### src/rtl/writeback_stage_if.sv
// Writeback stage bus: upstream instruction fields, register-file handshake,
// and counter/flag outputs.
interface writeback_stage_if #(
    parameter int DATA_W = 128,
    parameter int LANES  = 4,
    parameter int CNT_W  = 32,
    parameter int RD_W   = 5
);
    logic              ValidW;
    logic              ReadyW;
    logic [1:0]        ResultSrcW;
    logic [DATA_W-1:0] ALU_ResultW;
    logic [DATA_W-1:0] ReadDataW;
    logic [DATA_W-1:0] AuxDataW;
    logic              RegWriteW;
    logic [RD_W-1:0]   RdW;
    logic [LANES-1:0]  LaneMaskW;
    logic              RfReady;
    logic              CountClr;
    logic              OutValid;
    logic [DATA_W-1:0] ResultW;
    logic [RD_W-1:0]   RdOut;
    logic [LANES-1:0]  LaneWe;
    logic [CNT_W-1:0]  RetireCount;
    logic [CNT_W-1:0]  StallCount;
    logic              CountOvf;
    logic              SrcErr;

    modport master (
        output ValidW, ResultSrcW, ALU_ResultW, ReadDataW, AuxDataW,
        output RegWriteW, RdW, LaneMaskW, RfReady, CountClr,
        input  ReadyW, OutValid, ResultW, RdOut, LaneWe,
        input  RetireCount, StallCount, CountOvf, SrcErr
    );

    modport slave (
        input  ValidW, ResultSrcW, ALU_ResultW, ReadDataW, AuxDataW,
        input  RegWriteW, RdW, LaneMaskW, RfReady, CountClr,
        output ReadyW, OutValid, ResultW, RdOut, LaneWe,
        output RetireCount, StallCount, CountOvf, SrcErr
    );
endinterface

### src/rtl/writeback_stage.sv
// Writeback stage: result select, one-entry output buffer with valid/ready
// toward the register file, per-lane write enables and perf counters.
module writeback_stage #(
    parameter int DATA_W = 128,
    parameter int LANES  = 4,
    parameter int CNT_W  = 32,
    parameter int RD_W   = 5
) (
    input  logic               clk,
    input  logic               rst,
    writeback_stage_if.slave   wb
);

    logic              out_valid_q, out_valid_d;
    logic [DATA_W-1:0] result_q, result_d;
    logic [RD_W-1:0]   rd_q, rd_d;
    logic [LANES-1:0]  lane_we_q, lane_we_d;
    logic [CNT_W-1:0]  retire_q, retire_d;
    logic [CNT_W-1:0]  stall_q, stall_d;
    logic              ovf_q, ovf_d;
    logic              src_err_q, src_err_d;

    logic              ready;
    logic              accept;
    logic              drain;
    logic              stall;
    logic              src_bad;
    logic [DATA_W-1:0] sel_data;
    logic [CNT_W:0]    retire_inc;
    logic [CNT_W:0]    stall_inc;

    assign ready   = !out_valid_q || wb.RfReady;
    assign accept  = wb.ValidW && ready;
    assign drain   = out_valid_q && wb.RfReady;
    assign stall   = out_valid_q && !wb.RfReady;
    assign src_bad = (wb.ResultSrcW == 2'b11);

    assign retire_inc = {1'b0, retire_q} + {{CNT_W{1'b0}}, 1'b1};
    assign stall_inc  = {1'b0, stall_q} + {{CNT_W{1'b0}}, 1'b1};

    always_comb begin
        sel_data = '0;
        case (wb.ResultSrcW)
            2'b00:   sel_data = wb.ReadDataW;
            2'b01:   sel_data = wb.ALU_ResultW;
            2'b10:   sel_data = wb.AuxDataW;
            default: sel_data = '0;
        endcase
    end

    // Buffer holds its payload when not reloading; only OutValid drops on drain.
    always_comb begin
        out_valid_d = out_valid_q;
        result_d    = result_q;
        rd_d        = rd_q;
        lane_we_d   = lane_we_q;
        if (accept) begin
            out_valid_d = 1'b1;
            result_d    = sel_data;
            rd_d        = wb.RdW;
            lane_we_d   = (wb.RegWriteW && !src_bad) ? wb.LaneMaskW : '0;
        end else if (drain) begin
            out_valid_d = 1'b0;
        end
    end

    // Clear wins over any same-cycle increment or flag set.
    always_comb begin
        retire_d  = retire_q;
        stall_d   = stall_q;
        ovf_d     = ovf_q;
        src_err_d = src_err_q;
        if (wb.CountClr) begin
            retire_d  = '0;
            stall_d   = '0;
            ovf_d     = 1'b0;
            src_err_d = 1'b0;
        end else begin
            if (drain) begin
                retire_d = retire_inc[CNT_W-1:0];
                if (retire_inc[CNT_W]) ovf_d = 1'b1;
            end
            if (stall) begin
                stall_d = stall_inc[CNT_W-1:0];
                if (stall_inc[CNT_W]) ovf_d = 1'b1;
            end
            if (accept && src_bad) src_err_d = 1'b1;
        end
    end

    always_ff @(posedge clk) begin
        if (rst) begin
            out_valid_q <= 1'b0;
            result_q    <= '0;
            rd_q        <= '0;
            lane_we_q   <= '0;
            retire_q    <= '0;
            stall_q     <= '0;
            ovf_q       <= 1'b0;
            src_err_q   <= 1'b0;
        end else begin
            out_valid_q <= out_valid_d;
            result_q    <= result_d;
            rd_q        <= rd_d;
            lane_we_q   <= lane_we_d;
            retire_q    <= retire_d;
            stall_q     <= stall_d;
            ovf_q       <= ovf_d;
            src_err_q   <= src_err_d;
        end
    end

    assign wb.ReadyW      = ready;
    assign wb.OutValid    = out_valid_q;
    assign wb.ResultW     = result_q;
    assign wb.RdOut       = rd_q;
    assign wb.LaneWe      = lane_we_q;
    assign wb.RetireCount = retire_q;
    assign wb.StallCount  = stall_q;
    assign wb.CountOvf    = ovf_q;
    assign wb.SrcErr      = src_err_q;

endmodule

### src/flat_wrapper.sv
// flat-port wrapper written by rule: the top's interface ports become plain ports
module writeback_stage_flat 
#(
    parameter int DATA_W = 128,
    parameter int LANES  = 4,
    parameter int CNT_W  = 32,
    parameter int RD_W   = 5
)
  (clk, rst, wb_ValidW, wb_ResultSrcW, wb_ALU_ResultW, wb_ReadDataW, wb_AuxDataW, wb_RegWriteW, wb_RdW, wb_LaneMaskW, wb_RfReady, wb_CountClr, wb_ReadyW, wb_OutValid, wb_ResultW, wb_RdOut, wb_LaneWe, wb_RetireCount, wb_StallCount, wb_CountOvf, wb_SrcErr);
  writeback_stage_if #(.DATA_W(DATA_W), .LANES(LANES), .CNT_W(CNT_W), .RD_W(RD_W)) wb_i ();
  input  logic clk;
  input  logic rst;
  input wire logic [$bits(wb_i.ValidW)-1:0] wb_ValidW;
  input wire logic [$bits(wb_i.ResultSrcW)-1:0] wb_ResultSrcW;
  input wire logic [$bits(wb_i.ALU_ResultW)-1:0] wb_ALU_ResultW;
  input wire logic [$bits(wb_i.ReadDataW)-1:0] wb_ReadDataW;
  input wire logic [$bits(wb_i.AuxDataW)-1:0] wb_AuxDataW;
  input wire logic [$bits(wb_i.RegWriteW)-1:0] wb_RegWriteW;
  input wire logic [$bits(wb_i.RdW)-1:0] wb_RdW;
  input wire logic [$bits(wb_i.LaneMaskW)-1:0] wb_LaneMaskW;
  input wire logic [$bits(wb_i.RfReady)-1:0] wb_RfReady;
  input wire logic [$bits(wb_i.CountClr)-1:0] wb_CountClr;
  output wire logic [$bits(wb_i.ReadyW)-1:0] wb_ReadyW;
  output wire logic [$bits(wb_i.OutValid)-1:0] wb_OutValid;
  output wire logic [$bits(wb_i.ResultW)-1:0] wb_ResultW;
  output wire logic [$bits(wb_i.RdOut)-1:0] wb_RdOut;
  output wire logic [$bits(wb_i.LaneWe)-1:0] wb_LaneWe;
  output wire logic [$bits(wb_i.RetireCount)-1:0] wb_RetireCount;
  output wire logic [$bits(wb_i.StallCount)-1:0] wb_StallCount;
  output wire logic [$bits(wb_i.CountOvf)-1:0] wb_CountOvf;
  output wire logic [$bits(wb_i.SrcErr)-1:0] wb_SrcErr;
  assign wb_i.ValidW = wb_ValidW;
  assign wb_i.ResultSrcW = wb_ResultSrcW;
  assign wb_i.ALU_ResultW = wb_ALU_ResultW;
  assign wb_i.ReadDataW = wb_ReadDataW;
  assign wb_i.AuxDataW = wb_AuxDataW;
  assign wb_i.RegWriteW = wb_RegWriteW;
  assign wb_i.RdW = wb_RdW;
  assign wb_i.LaneMaskW = wb_LaneMaskW;
  assign wb_i.RfReady = wb_RfReady;
  assign wb_i.CountClr = wb_CountClr;
  assign wb_ReadyW = wb_i.ReadyW;
  assign wb_OutValid = wb_i.OutValid;
  assign wb_ResultW = wb_i.ResultW;
  assign wb_RdOut = wb_i.RdOut;
  assign wb_LaneWe = wb_i.LaneWe;
  assign wb_RetireCount = wb_i.RetireCount;
  assign wb_StallCount = wb_i.StallCount;
  assign wb_CountOvf = wb_i.CountOvf;
  assign wb_SrcErr = wb_i.SrcErr;
  writeback_stage #(.DATA_W(DATA_W), .LANES(LANES), .CNT_W(CNT_W), .RD_W(RD_W)) u_core (.clk(clk), .rst(rst), .wb(wb_i));
endmodule
### config.mk
export PLATFORM = sky130hd
export DESIGN_NAME = writeback_stage_flat
export DESIGN_NICKNAME = d
export VERILOG_FILES = /design/src/rtl/writeback_stage_if.sv /design/src/rtl/writeback_stage.sv /design/src/flat_wrapper.sv
export SDC_FILE = /design/constraint.sdc
export NUM_CORES = 1
export LEC_CHECK = 0
export ABC_AREA = 0
export ABC_CLOCK_PERIOD_IN_PS = 2130
export CORE_AREA = 5 5 234 236
export DETAILED_ROUTE_END_ITERATION = 12
export DIE_AREA = 0 0 239 241
export PLACE_DENSITY = 0.47
export SLEW_MARGIN = 15
export SYNTH_ARGS = -nofsm -noshare
export SYNTH_HDL_FRONTEND = slang
export SYNTH_SLANG_ARGS = --single-unit
### constraint.sdc
create_clock -name clk -period 2.13 [get_ports clk]
set_input_delay 0.213 -clock clk [delete_from_list [all_inputs] [get_ports clk]]
set_output_delay 0.213 -clock clk [all_outputs]
set_load 0.05 [all_outputs]
==> flow_metrics.tcl <==
set metrics [dict create \
    grt_usage 0.187 \
    max_slew_margin 0.555 \
    yosysUniqueCellTypes 40 \
    grt_max_degree 91 \
    fin_crit_ns 2.07 \
    r2r_end "u_core.wb.StallCount[30]" \
    synth_warnings 0 \
    setup_viol 0 \
    grt-ovfl-total 0 \
    p_switching_w 0.00366 \
    synthesis.area_mm2 0.0103 \
    hp-class "in -> reg" \
    core-area_mm2 0.0522 \
    die_area_mm2 0.0576 \
    synth_edf_count 0 \
    synth_nets 1685 \
    cellLeakagePower_nw 7.07 \
    dp_hpwl_um 46200 \
    hold_viol_final 0 \
    portBuffers 605 \
    slew_viol_final 0 \
    cts_made_buffers 28 \
    grt_pass1_wl_um 81700 \
    p_clk_frac 0.395 \
    nFillCells 5413 \
    drc 0 \
    ys.flop_type "dfxtp_1" \
    row_count 84 \
    drv_cap 0 \
    cts-root-buf "clkbuf_16" \
    avgSynthCellArea_um2 8.03 \
    synth_adder_area_share 0.00243 \
    sequentialPowerShare 0.344 \
    grt_pass1_vias 12026 \
    critical_path_arrival_ns 1.86 \
    cellPowerDensity_mw_per_mm2 644 \
    cp-end-kind "primary output" \
    hold_end "u_core.wb.ResultW[6]" \
    cts_tree "built" \
    antenna_found_initial 13 \
    clk_pin_slew_ns 0.05 \
    yosysSeqAreaShare 0.397 \
    start_kind "flop" \
    worst_pin_slew_ns 0.666 \
    grt_use_met2 0.338 \
    synth_top_area_share 0.397 \
    outcome "completed" \
    reg2regPathDepth 6 \
    synth_top_family_by_area "simple AND/OR/NAND/NOR gates" \
    ir_worst_vdd_mv 0.601 \
    cts.htree.levels 1 \
    synth-seq-cells 204 \
    met3_usage 0.0521 \
    clkSinkCount 204 \
    critical_path_class "reg -> out" \
    detail_route.wl_per_cell_um 21.9 \
    drive_above_1_share 0.105 \
    async_reset_ff_frac 0 \
    num_io_pins 606 \
    synth_cells 1282 \
    worstHoldStart "rst" \
    synthMuxAreaShare 0.131 \
    area_growth_pct 81.3 \
    synth_top_area_cell "dfxtp_1" \
    skew_ns 0.00883 \
    rr_startpoint "u_core.wb.StallCount[0]" \
    die_w_um 239 \
    cts_setup_buffers 0 \
    p_sw_frac 0.304 \
    hold_path_depth 2 \
    combinationalPowerShare 0.262 \
    hold_buffers 0 \
    yosys.area_share.simple 0.267 \
    vias_per_cell 4.60 \
    utilization 0.357 \
    ant_nets 0 \
    crit_fanout 6 \
    drt-total-wl_um 57400 \
    top_usage_layer "met2" \
    start_util 0.197 \
    timing.final.ws_setup_ns 0.0601 \
    synth_xor_area_frac 0.0187 \
    synth_area_leaders "dfxtp_1, mux2i_1, nor2_1, a211oi_1, nor3_1" \
    drtPass1Iterations 5 \
    vias 12044 \
    nNetsFinal 2306 \
    grt_use_met1 0.219 \
    routabilityCongestion 0.918 \
    synth_compound_area_frac 0.137 \
    drtIter0Drc 657 \
    dpl_worst_slack_ns -0.137 \
    fin_crit_sh 0.972 \
    clk_latency_ns 0.55 \
    cts_buffer_depth 3 \
    required_ns 1.92 \
    power.internal_w 0.00837 \
    r2r_setup_slack_ns 0.10 \
    fp.dieH_um 241 \
    fmax_ghz 0.483 \
]
cells in the mapped netlist (all sizes together), types with 18 or more instances:
cell,count
clkbuf,96
or4,24
nor3,134
nand2,51
or3,20
nor2,287
a21oi,42
mux2i,134
a211oi,128
nand3,20
nand4,20
dfxtp,204
o31ai,18
metrics by stage:
stage,cells,hold WS [ns],total power (W),TNS (ns),cell area [um2]
global placement,2561,0.442,0.00739,-1.96,17700
global route,2616,0.184,0.0126,-0.00388,18700
detailed placement,2561,0.445,0.00740,-2.37,17700
CTS,2610,0.122,0.0123,0,18600
finish,2617,0.136,0.0120,0,18700
floorplan,1282,0.332,0.00571,0,10300
registers in the layout, indices dropped and copies added, names as in the netlist:
name,flops
u_core.wb.SrcErr,1
u_core.wb.RdOut,5
u_core.wb.RetireCount,32
u_core.wb.StallCount,32
u_core.wb.LaneWe,4
u_core.wb.CountOvf,1
u_core.wb.ResultW,128
u_core.wb.OutValid,1
how the worst max path moves through the flow:
stage / from / to / slack, ns / cells after the start
floorplan: u_core.wb.StallCount[20] / u_core.wb.StallCount[25] / 0.01 / 4
global placement: wb_RfReady / u_core.wb.RetireCount[27] / -0.15 / 6
detailed placement: wb_RfReady / u_core.wb.RetireCount[25] / -0.14 / 6
CTS: u_core.wb.StallCount[12] / wb_StallCount[12] / 0.008 / 1
global route: u_core.wb.RetireCount[15] / wb_RetireCount[15] / -0.004 / 1
finish: u_core.wb.RetireCount[23] / wb_RetireCount[23] / 0.06 / 2
metal layers:
metal,wire (um),vias to the layer above,share of wire
met3,4360,64,0.076
met1,22500,5664,0.39
met4,1140,4,0.020
li1,-,5847,-
met5,27,-,0.00047
met2,29300,465,0.51
cell type report:
cell class	count	area [um2]	area share
Antenna cell	7	17.5	0.000938
Clock buffer	43	838	0.0449
Tap cell	688	861	0.0461
Sequential cell	204	4120	0.221
Timing Repair Buffer	700	6930	0.371
Multi-Input combinational cell	953	5760	0.308
Clock inverter	6	87.6	0.00469
Inverter	16	60.1	0.00322
logic make-up after synthesis:
family / Yosys count
simple gates: 588
compound gates: 206
flops: 204
mux: 135
buf+inv: 125
xor+xnor: 22
fa+ha+maj: 2
critical path, stage by stage, from the launching register on:
cell and delay, ns:
dfxtp_1 0.34, buf_4 0.15, clkdlybuf4s50_1 0.82
repair_timing:
| action | in CTS | in global routing |
|---|---|---|
| pin swaps | 0 | 0 |
| endpoints found under the setup margin | 4 | 5 |
| gates resized for setup | 4 | 5 |
placed cells by master (no fill, tap or decap), types with 2 or more instances in the layout:
| cell | instances |
|---|---|
| o21ai_0 | 13 |
| nand3_1 | 20 |
| a21oi_1 | 42 |
| or2_2 | 2 |
| nand4_4 | 2 |
| bufinv_16 | 2 |
| and4_1 | 6 |
| dfxtp_2 | 23 |
| mux2i_1 | 134 |
| o31ai_1 | 18 |
| clkbuf_1 | 8 |
| and2_1 | 2 |
| dfxtp_1 | 178 |
| a31oi_1 | 2 |
| clkbuf_8 | 7 |
| clkinvlp_4 | 3 |
| a211oi_1 | 128 |
| dlymetal6s2s_1 | 4 |
| diode_2 | 7 |
| xnor2_1 | 15 |
| clkdlybuf4s50_1 | 574 |
| xor2_1 | 7 |
| clkbuf_16 | 29 |
| nor3_1 | 134 |
| nor2_1 | 287 |
| or4_1 | 21 |
| nand4_1 | 17 |
| or4_4 | 2 |
| buf_4 | 100 |
| inv_1 | 15 |
| nand2_1 | 50 |
| dfxtp_4 | 3 |
| dlygate4sd2_1 | 4 |
| or3_1 | 19 |
| nor4_1 | 15 |
| buf_12 | 16 |
power groups by stage:
stage	clock [W]	combinational, W	sequential (W)
floorplan	0	0.000801	0.00491
global placement	0	0.00318	0.00421
detailed placement	0	0.00319	0.00421
CTS	0.00494	0.00319	0.00413
global route	0.00507	0.00333	0.00416
finish	0.00475	0.00315	0.00413
Note: power is estimated with default switching activity, not from simulation.
